### src/rtl/level_tile_fetcher.sv
`default_nettype none
// ============================================================================
// level_tile_fetcher : level tile RAM with ROM loader, display and query ports
// Revision 1.0
// ============================================================================
module level_tile_fetcher #(
  parameter int H_OFFSET   = 144,
  parameter int V_OFFSET   = 35,
  parameter int H_TOTAL    = 800,
  parameter int TILE_SHIFT = 5,
  parameter int MAP_COLS   = 20,
  parameter int MAP_ROWS   = 15,
  parameter int WALL_ID    = 1
) (
  input  logic        clk,
  input  logic        reset,
  input  logic        frameStart,
  input  logic [9:0]  hCount,
  input  logic [9:0]  vCount,
  input  logic        levelReq,
  input  logic [1:0]  levelSel,
  output logic [10:0] romAddr,
  input  logic [2:0]  romData,
  input  logic [4:0]  qCol,
  input  logic [3:0]  qRow,
  output logic [2:0]  qType,
  output logic [2:0]  blockType,
  output logic        loading,
  output logic        levelReady
);

  localparam int         TILES    = MAP_COLS * MAP_ROWS;
  localparam logic [8:0] LAST_IDX = 9'(TILES - 1);
  localparam logic [10:0] H_LO    = 11'(H_OFFSET);
  localparam logic [10:0] H_HI    = 11'(H_OFFSET + 640);
  localparam logic [10:0] H_TOT   = 11'(H_TOTAL);
  localparam logic [9:0]  V_LO    = 10'(V_OFFSET);
  localparam logic [9:0]  V_HI    = 10'(V_OFFSET + 480);
  localparam logic [2:0]  WALL    = 3'(WALL_ID);

  localparam logic [1:0] ST_IDLE  = 2'd0;
  localparam logic [1:0] ST_WAIT  = 2'd1;
  localparam logic [1:0] ST_LOAD  = 2'd2;
  localparam logic [1:0] ST_FLUSH = 2'd3;

  logic [2:0] mem [TILES];

  logic [1:0]  state_q, state_d;
  logic [8:0]  idx_q, idx_d;
  logic [1:0]  pend_level_q, pend_level_d;
  logic        pend_req_q, pend_req_d;
  logic [1:0]  load_level_q, load_level_d;
  logic        wr_en_q, wr_en_d;
  logic [8:0]  wr_addr_q, wr_addr_d;
  logic        level_ready_q, level_ready_d;
  logic        disp_act_q, disp_act_d;
  logic [8:0]  disp_addr_q, disp_addr_d;
  logic [2:0]  block_type_q, block_type_d;
  logic [2:0]  q_type_q, q_type_d;

  logic [10:0] xl, xoff;
  logic [9:0]  yoff;
  logic        x_act, y_act;
  logic [8:0]  q_idx;

  function automatic logic [8:0] tile_index(input logic [3:0] row, input logic [4:0] col);
    return ({5'd0, row} << 4) + ({5'd0, row} << 2) + {4'd0, col};
  endfunction

  always_ff @(posedge clk) begin
    if (reset) begin
      state_q       <= ST_LOAD;
      idx_q         <= 9'd0;
      pend_level_q  <= 2'd0;
      pend_req_q    <= 1'b0;
      load_level_q  <= 2'd0;
      wr_en_q       <= 1'b0;
      wr_addr_q     <= 9'd0;
      level_ready_q <= 1'b0;
      disp_act_q    <= 1'b0;
      disp_addr_q   <= 9'd0;
      block_type_q  <= 3'd0;
      q_type_q      <= WALL;
    end else begin
      state_q       <= state_d;
      idx_q         <= idx_d;
      pend_level_q  <= pend_level_d;
      pend_req_q    <= pend_req_d;
      load_level_q  <= load_level_d;
      wr_en_q       <= wr_en_d;
      wr_addr_q     <= wr_addr_d;
      level_ready_q <= level_ready_d;
      disp_act_q    <= disp_act_d;
      disp_addr_q   <= disp_addr_d;
      block_type_q  <= block_type_d;
      q_type_q      <= q_type_d;
    end
  end

  // ROM data lags its address by one cycle, so the write uses the previous index.
  always_ff @(posedge clk) begin
    if (wr_en_q) mem[wr_addr_q] <= romData;
  end

  always_comb begin
    state_d      = state_q;
    idx_d        = idx_q;
    pend_level_d = pend_level_q;
    pend_req_d   = pend_req_q;
    load_level_d = load_level_q;
    case (state_q)
      ST_IDLE: begin
        if (levelReq) begin
          pend_level_d = levelSel;
          state_d      = ST_WAIT;
        end
      end
      ST_WAIT: begin
        if (levelReq) pend_level_d = levelSel;
        if (frameStart) begin
          state_d      = ST_LOAD;
          idx_d        = 9'd0;
          load_level_d = levelReq ? levelSel : pend_level_q;
        end
      end
      ST_LOAD: begin
        if (levelReq) begin
          pend_req_d   = 1'b1;
          pend_level_d = levelSel;
        end
        if (idx_q == LAST_IDX) state_d = ST_FLUSH;
        else                   idx_d   = idx_q + 9'd1;
      end
      default: begin
        if (levelReq) pend_level_d = levelSel;
        pend_req_d = 1'b0;
        state_d    = (pend_req_q || levelReq) ? ST_WAIT : ST_IDLE;
      end
    endcase
  end

  always_comb begin
    loading       = (state_q != ST_IDLE);
    romAddr       = (state_q == ST_LOAD) ? {load_level_q, idx_q} : 11'd0;
    wr_en_d       = (state_q == ST_LOAD);
    wr_addr_d     = idx_q;
    level_ready_d = (state_q == ST_FLUSH);

    // Stage 1 looks two pixels ahead so the registered RAM output lines up with hCount.
    xl          = {1'b0, hCount} + 11'd2;
    xoff        = xl - H_LO;
    yoff        = vCount - V_LO;
    x_act       = (xl < H_TOT) && (xl >= H_LO) && (xl < H_HI);
    y_act       = (vCount >= V_LO) && (vCount < V_HI);
    disp_act_d  = x_act && y_act && !loading;
    disp_addr_d = (x_act && y_act) ? tile_index(4'(yoff >> TILE_SHIFT), 5'(xoff >> TILE_SHIFT))
                                   : 9'd0;
    block_type_d = (disp_act_q && !loading) ? mem[disp_addr_q] : 3'd0;

    q_idx    = tile_index(qRow, qCol);
    q_type_d = (qCol >= 5'(MAP_COLS) || qRow >= 4'(MAP_ROWS) || loading) ? WALL : mem[q_idx];

    blockType  = block_type_q;
    qType      = q_type_q;
    levelReady = level_ready_q;
  end

endmodule
`default_nettype wire

### config.mk
export PLATFORM = sky130hd
export DESIGN_NAME = level_tile_fetcher
export DESIGN_NICKNAME = d
export VERILOG_FILES = /design/src/rtl/level_tile_fetcher.sv
export SDC_FILE = /design/constraint.sdc
export NUM_CORES = 1
export LEC_CHECK = 0
export CORE_ASPECT_RATIO = 0.6
export CORE_MARGIN = 3
export CORE_UTILIZATION = 45
export CTS_CLUSTER_SIZE = 28
export DETAILED_ROUTE_END_ITERATION = 6
export MAX_ROUTING_LAYER = met4
export SETUP_SLACK_MARGIN = 0.02
export SYNTH_ARGS = -nofsm -noshare
export SYNTH_HDL_FRONTEND = slang
export SYNTH_SLANG_ARGS = --single-unit
### constraint.sdc
create_clock -name clk -period 6.6 [get_ports clk]
set_clock_uncertainty 0.05 [all_clocks]
set_input_delay 1.32 -clock clk [delete_from_list [all_inputs] [get_ports clk]]
set_output_delay 1.32 -clock clk [all_outputs]
set_load 0.005 [all_outputs]
; Word-level counts from Yosys, hierarchy flattened
; Memory sizes are Yosys's and may differ from the RTL's. A register that Yosys moved wholly into a read port is not among the register bits.
; Index checks and enable logic that the tools add are counted.
[totals]
ff_bits = 37
latchBits = 0
ram_bits = 900
romBits = 0
input_bits = 38
out_inout_bits = 19
elab_cells = 73
memories = 1
[mem_list]
columns = name, depth, width, rd, rd_clocked_by_memory_dff, write_ports, line
row1 = mem, 300, 3, 2, 2, 1, 46  ; logic [2:0] mem [TILES];
[op_classes]
n_addsub = 8
multipliers = 0
div = 0
magnitude_cmp = 7
eq_ne = 9
n_shift = 0
muxes = 14
bitwise = 3
n_reduce_logical = 21
[op_table]
columns = op, count
row1 = "11-bit by 10-bit less-than comparator with 1-bit output, second input constant", 2
row2 = 8-bit by 6-bit adder with 9-bit output, 2
row3 = 9-bit by 5-bit adder with 9-bit output, 2
row4 = 9-bit two-way mux, 2
row5 = 9-bit case mux with 2 select lines, 1
row6 = "10-bit by 2-bit adder with 11-bit output, second input constant", 1
row7 = "11-bit by 8-bit greater-or-equal comparator with 1-bit output, second input constant", 1
row8 = 11-bit two-way mux, 1
row9 = "10-bit by 6-bit greater-or-equal comparator with 1-bit output, second input constant", 1
row10 = "10-bit less-than comparator, second input constant", 1
row11 = "10-bit by 8-bit subtractor with 10-bit output, second input constant", 1
row12 = "9-bit by 1-bit adder with 9-bit output, second input constant", 1
row13 = "9-bit == test, second input constant", 1
row14 = "9-bit by 6-bit subtractor with 9-bit output, second input constant", 1
row15 = 2-bit two-way mux, 4
row16 = "2-bit != test, second input constant", 4
row17 = 2-bit OR reduction, 4
row18 = 1-bit logical AND, 6
row19 = 2-bit case mux with 3 select lines, 1
row20 = 3-bit AND reduction, 2
row21 = "5-bit greater-or-equal comparator, second input constant", 1
row22 = "2-bit == test, second input constant", 2
row23 = "4-bit greater-or-equal comparator, second input constant", 1
row24 = 1-bit two-way mux, 4
row25 = 9 further kinds, 15

; Longest topological paths before layout
; Gate-level depths: netlist of the first run.
[logic_depth]
word_depth = 7
ltp_mapped = 17
ltp_nobuf = 16

; Least setup slack after synthesis of the first run
; OpenSTA, ideal clock, no wires.
[synth_path]
path_type = input -> register
start = input port qCol[4]
end = register q_type_q[0] (netlist: qType[0]) (read register of mem)
setup_time_ns = 0.063
arrival_time_ns = 4.105
required_time_ns = 6.487
slack_ns = 2.382
cell_stages = 13
path_buffers = 4
path_cell_list = fa_1 > inv_1 > fa_1 > buf_2 > and2_1 > clkbuf_1 > clkbuf_1 > clkbuf_1 > a22oi_1 > nand3_1 > o21ai_0 > a311o_1 > nand3_1
[synth_between]
elab_chain_cells = 4
word_cells_on_any_way = 5
classes_between = add/sub: 1 / order compare: 1 / reduce/logical: 3
[synth_rtl]
columns = item, line
row1 = from (decl), 24  ; input logic [4:0] qCol,
row2 = 5-bit greater-or-equal comparator, 161  ; q_type_d = (qCol >= 5'(MAP_COLS) || qRow >= 4'(MAP_ROWS) || loading) ? WALL : mem[q_idx];
row3 = 1-bit logical OR (2 in a row), 161
row4 = 2-bit OR reduction (no line), -
row5 = to (decl), 59  ; logic [2:0] q_type_q, q_type_d;
; Parallel ways exist; a longest one is shown, timed or not.
; A chain may end at the register's enable or synchronous reset.

; Worst setup path in the final report of the first run
[layout_path]
start = input port qRow[0]
end = register q_type_q[2] (netlist: qType[2]) (read register of mem)
[layout_between]
elab_chain_cells = 4
word_cells_on_any_way = 6
classes_between = add/sub: 2 / order compare: 1 / reduce/logical: 3
[layout_rtl]
columns = item, line
row1 = from (decl), 25  ; input logic [3:0] qRow,
row2 = "parallel branches: the longest is 4 deep, another holds 8-bit by 6-bit adder with 9-bit output", -
; Several ways; the timed one is not identified.

==> results of run 1 <==
==> layout make-up <==
class                      instances  area [µm²]  area share
antenna                            2        5.00   0.0000997
clock buffer                     107        2390      0.0476
clock inverter                    59         627      0.0125
inverter                          22        82.6     0.00165
multi-input combinational       1431       16400       0.326
sequential                       943       27900       0.556
tap                             1319        1650      0.0329
timing repair buffer             113        1160      0.0231
==> report_power, final <==
group	switching, W	internal (W)	total (W)
Combinational	0.00110	0.000643	0.00174
Sequential	0.0000450	0.00658	0.00662
Clock	0.00239	0.00303	0.00542
==> cells by family after synthesis <==
| family | share of synthesized area |
|---|---|
| compound gates | 0.0402 |
| mux | 0.250 |
| xor+xnor | 0.00406 |
| flops | 0.615 |
| fa+ha+maj | 0.00756 |
| simple gates | 0.0572 |
| buf+inv | 0.0264 |
==> stage by stage <==
| step | total power, W | instance area [µm²] | setup slack, ns | hold WS (ns) | std cells |
|---|---|---|---|---|---|
| after floorplan | 0.00776 | 45400 | 2.38 | 0.404 | 2601 |
| after global placement | 0.00841 | 47200 | 1.11 | 0.421 | 3828 |
| after detailed placement | 0.00845 | 47200 | 0.939 | 0.439 | 3828 |
| after CTS | 0.0138 | 50200 | 1.68 | 0.460 | 3994 |
| after global routing | 0.0142 | 50200 | 1.36 | 0.495 | 3996 |
| final | 0.0138 | 50200 | 1.55 | 0.452 | 3996 |
==> final timing paths <==
kind	start	to
setup / recovery	qRow[0]	qType[2]
hold / removal	pend_level_q[1]	pend_level_q[1]
hold reg to reg	pend_level_q[1]	pend_level_q[1]
setup reg to reg	disp_addr_q[0]	blockType[0]
==> registers in the layout, summed over array words and instances, names as in the netlist <==
signal        flops
mem             900
state_q           2
load_level_q      2
wr_addr_q         9
wr_en_q           1
pend_level_q      2
disp_act_q        1
pend_req_q        1
disp_addr_q       9
blockType         3
qType             3
idx_q             9
levelReady        1
==> layout by cell type, fill, tap and decap left out, types with 18 or more instances in the layout <==
cell type        count
nand3_1             24
a221oi_1            21
nor2b_1             25
a22oi_1             64
mux2i_1             60
inv_1               20
ha_1                20
a21oi_1             50
nand2_1             71
nor2_1             358
nand4_1             19
clkdlybuf4s50_1     51
edfxtp_1           900
nor3_1              18
clkbuf_16           91
mux4_2             472
dfxtp_1             40
clkinv_2            18
buf_4               45
==> layer usage <==
| metal | track usage | wire length [µm] |
|---|---|---|
| met5 | - | 0 |
| met1 | 0.420 | 60700 |
| met3 | 0.113 | 21500 |
| met4 | 0.0755 | 4240 |
| met2 | 0.378 | 60100 |
==> critical path, stage by stage <==
cell	delay (ns)
clkdlybuf4s50_1	0.48
fa_1	0.57
inv_1	0.06
fa_1	1.15
nor2b_4	0.89
a22oi_1	0.16
a21oi_1	0.24
or3_1	0.14
o2111ai_1	0.12
and4_1	0.23
o31ai_1	0.20
==> metrics.yaml, run 1 <==
status:
  status: "complete, no violations"
clocking:
  cts_buffers: 90
  htreeDepth: 3
  clk_pin_slew_ns: 0.06
  cts_buffer_depth: 3
  cts_hold_buf: 0
  cts.sinks: 943
  postCtsSetupBuffers: 0
  clk_latency_ns: 0.70
  cts-root-buf: "clkbuf_16"
  cts_tree: "built"
  post_cts_resized: 0
floorplanning:
  io-pin-count: 57
  rows: 89
  fp.dieW_um: 416
  core_um2: 99100
  die_h_um: 252
  die-area_um2: 105000
  initial_core_util: 0.458
yosys:
  synth_most_common_cell: "edfxtp_1"
  yosys.area.top_type_share: 0.596
  syn_inst: 2601
  synth-edff-count: 900
  synth_nets: 2664
  yosysTopAreaCell: "edfxtp_1"
  yosysWarningCount: 0
  synthTopCellsByArea: "edfxtp_1 60%, mux4_2 23%, nor2_1 3.0%"
  synth.yosys.seq_area_share: 0.615
  synthTopCellsByCount: "900 x edfxtp_1, 472 x mux4_2, 359 x nor2_1"
  synthArstFlopShare: 0
  syn_area_um2: 45400
  syn_area_per_cell_um2: 17.4
  synth-seq-cells: 943
  synth.distinct_cells: 71
  synth-main-ff-cell: "edfxtp_1"
sta:
  fin_tns_setup_ns: 0
  finalMaxSlewViolations: 0
  final-hold-violation-count: 0
  min_period_ns: 5.05
  worst_pin_slew_ns: 1.27
  setup_viol_count_final: 0
  fin_crit_sh: 0.765
  rsz0062_at_grt: "no"
  slew_headroom: 0.153
  fmax_mhz: 198
layout:
  final_net_count: 2664
  area_growth_pct: 10.6
  drive_gt1_frac: 0.266
  final_util: 0.506
  fill_cells: 7987
worst_hold_path:
  hold_path_class: "reg2reg"
  hold_depth: 2
critical_path:
  rrSetupSlack_ns: 2.50
  reg2reg_depth: 8
  startpoint_type: "input port"
  cp_data_required_time_ns: 7.16
  critPathCaptureType: "flop"
  worstPathArrival_ns: 5.61
  worstPathMaxFanout: 33
  crit_type: "in2reg"
detailed_routing:
  vias: 27600
  ant_nets: 0
  drc: 0
  dr.pass1.iters: 6
  routed_via_density: 6.91
  drt-total-wl_mm: 147
  drt_first_iter_violations: 4934
  post_drt_wl_per_cell_um: 36.7
placement:
  io_buffers: 56
  routabilityCongestion: 0.986
  dp_hpwl_mm: 97.8
grt:
  grt_start_max_net_pins: 190
  antenna_found_initial: 4
  first_global_vias: 27000
  grt_first_pass_wirelength_mm: 207
  grt_usage: 0.289
  overflow: 0
power_and_ir_drop:
  cellLeakagePower_nw: 15.0
  peakVddDrop_mv: 0.272
  p_per_area_nw_per_um2: 275
flow_run:
  drv_cap: 0
No activity file was read; power rests on OpenSTA's default activity.
==> run 2, diff against run 1 <==
==> constraint.sdc (replaced) <==
create_clock -name clk -period 4.1 [get_ports clk]
set_clock_uncertainty 0.05 [all_clocks]
set_input_delay 0.82 -clock clk [delete_from_list [all_inputs] [get_ports clk]]
set_output_delay 0.82 -clock clk [all_outputs]
set_load 0.005 [all_outputs]
==> metrics.yaml, run 2 (same netlist as run 1, synthesis figures left out) <==
floorplanning:
  rows: 89
  initial_core_util: 0.458
  die_h_um: 252
  core_um2: 99100
  io-pin-count: 57
  fp.dieW_um: 416
  die-area_um2: 105000
critical_path:
  crit_chain: "clkdlybuf4s50_1 > fa_1 > inv_1 > fa_1 > buf_12 > nor2b_1 > a221oi_1 > a221oi_1 > a31oi_1 > o2111ai_1 > and4_1 > o31ai_1"
  crit_type: "in2reg"
  cpPeakStageDelay_ns: 0.59
  crit_slowest_cell: "fa_1"
  critPathCaptureType: "flop"
  cp_top_family: "adder cells"
  path_buf_inv: 3
  worstPathArrival_ns: 4.27
  startpoint_type: "input port"
  cp_data_required_time_ns: 4.62
  worstPathMaxFanout: 12
sta:
  final-hold-violation-count: 0
  hold_ws_ns: 0.462
  finalMaxSlewViolations: 0
  setup_viol_count_final: 0
  slew_headroom: 0.236
  rsz0062_at_grt: "no"
  fmax_mhz: 267
  worst_pin_slew_ns: 1.14
  fin_tns_setup_ns: 0
  fin_crit_sh: 0.915
  min_period_ns: 3.75
clocking:
  cts-root-buf: "clkbuf_16"
  cts_buffers: 89
  cts.sinks: 943
  cts_hold_buf: 0
  htreeDepth: 3
  clk_latency_ns: 0.68
  clk_pin_slew_ns: 0.07
  cts_tree: "built"
  post_cts_resized: 0
  cts_buffer_depth: 3
  postCtsSetupBuffers: 0
placement:
  dp_hpwl_mm: 102
  io_buffers: 56
  routabilityCongestion: 0.987
  dpl-instance-area_um2: 48400
  place_inst: 3966
status:
  status: "complete, no violations"
detailed_routing:
  vias: 28000
  drt_first_iter_violations: 4826
  wl_met3_mm: 21.4
  post_drt_wl_per_cell_um: 35.7
  top_layer_used: "met4"
  drc: 0
  met1Wirelength_mm: 61.0
  drt-total-wl_mm: 147
  ant_nets: 0
  dr.pass1.iters: 6
  routed_via_density: 6.79
  met2_length_mm: 60.7
layout:
  drive_gt1_frac: 0.296
  final_common_cell: "edfxtp_1"
  final_cell_mix: "900 x edfxtp_1, 472 x mux4_2, 358 x nor2_1, 164 x buf_4, 91 x clkbuf_16"
  largest_reg_flops: 900
  final_net_count: 2801
  layoutNonFillerInstCount: 4129
  area_growth_pct: 12.9
  fin_area_um2: 51200
  top_register: "mem"
power_and_ir_drop:
  peakVddDrop_mv: 0.360
  p_per_area_nw_per_um2: 429
  cellLeakagePower_nw: 15.7
grt:
  grt_first_pass_wirelength_mm: 210
  first_global_vias: 27300
  grt_start_max_net_pins: 113
  antenna_found_initial: 5
  overflow: 0
  grt_usage: 0.292
worst_hold_path:
  hold_path_class: "reg2reg"
flow_run:
  drv_cap: 0
-- run 2: worst min-delay path: cells and delay by family, from the launching register on --
| kind | cells | cell delay (ns) |
|---|---|---|
| simple gates | 1 | 0.07 |
| flops | 1 | 0.34 |
| compound gates | 1 | 0.06 |
-- run 2: through the flow --
step / worst slack (ns) / util / power (W)
floorplan: 0.382 / - / 0.0125
global placement: -0.211 / 0.489 / 0.0139
detailed placement: -0.321 / 0.489 / 0.0139
CTS: 0.396 / 0.517 / 0.0220
global route: 0.146 / 0.517 / 0.0226
finish: 0.348 / 0.517 / 0.0220
-- run 2: final timing paths --
check,start,endpoint,slack (ns),depth (start not counted)
hold / removal,state_q[0],state_q[0],0.46,2
setup reg to reg,disp_addr_q[1],blockType[0],0.38,8
setup / recovery,qRow[0],qType[2],0.35,12
hold reg to reg,state_q[0],state_q[0],0.46,2
-- run 2: cell type report --
class,count,area [µm²]
diodes,2,5.00
clock buffers,115,2410
clock inverters,46,378
fillers,7974,47900
inverters,22,82.6
multi-input cells,1431,16400
flip-flops and latches,943,27900
well taps,1319,1650
repair buffers,251,2430
-- run 2: metal layers --
layer | global-route usage | vias to the layer above
li1 | - | 11100
met4 | 0.0727 | 0
met5 | - | -
met2 | 0.382 | 1939
met1 | 0.433 | 14800
met3 | 0.103 | 252
-- run 2: power by group --
group / internal (W) / switching [W] / leakage [nW]
clock network: 0.00447 / 0.00374 / 1.37
registers: 0.0106 / 0.0000855 / 8.44
logic: 0.00128 / 0.00183 / 5.87
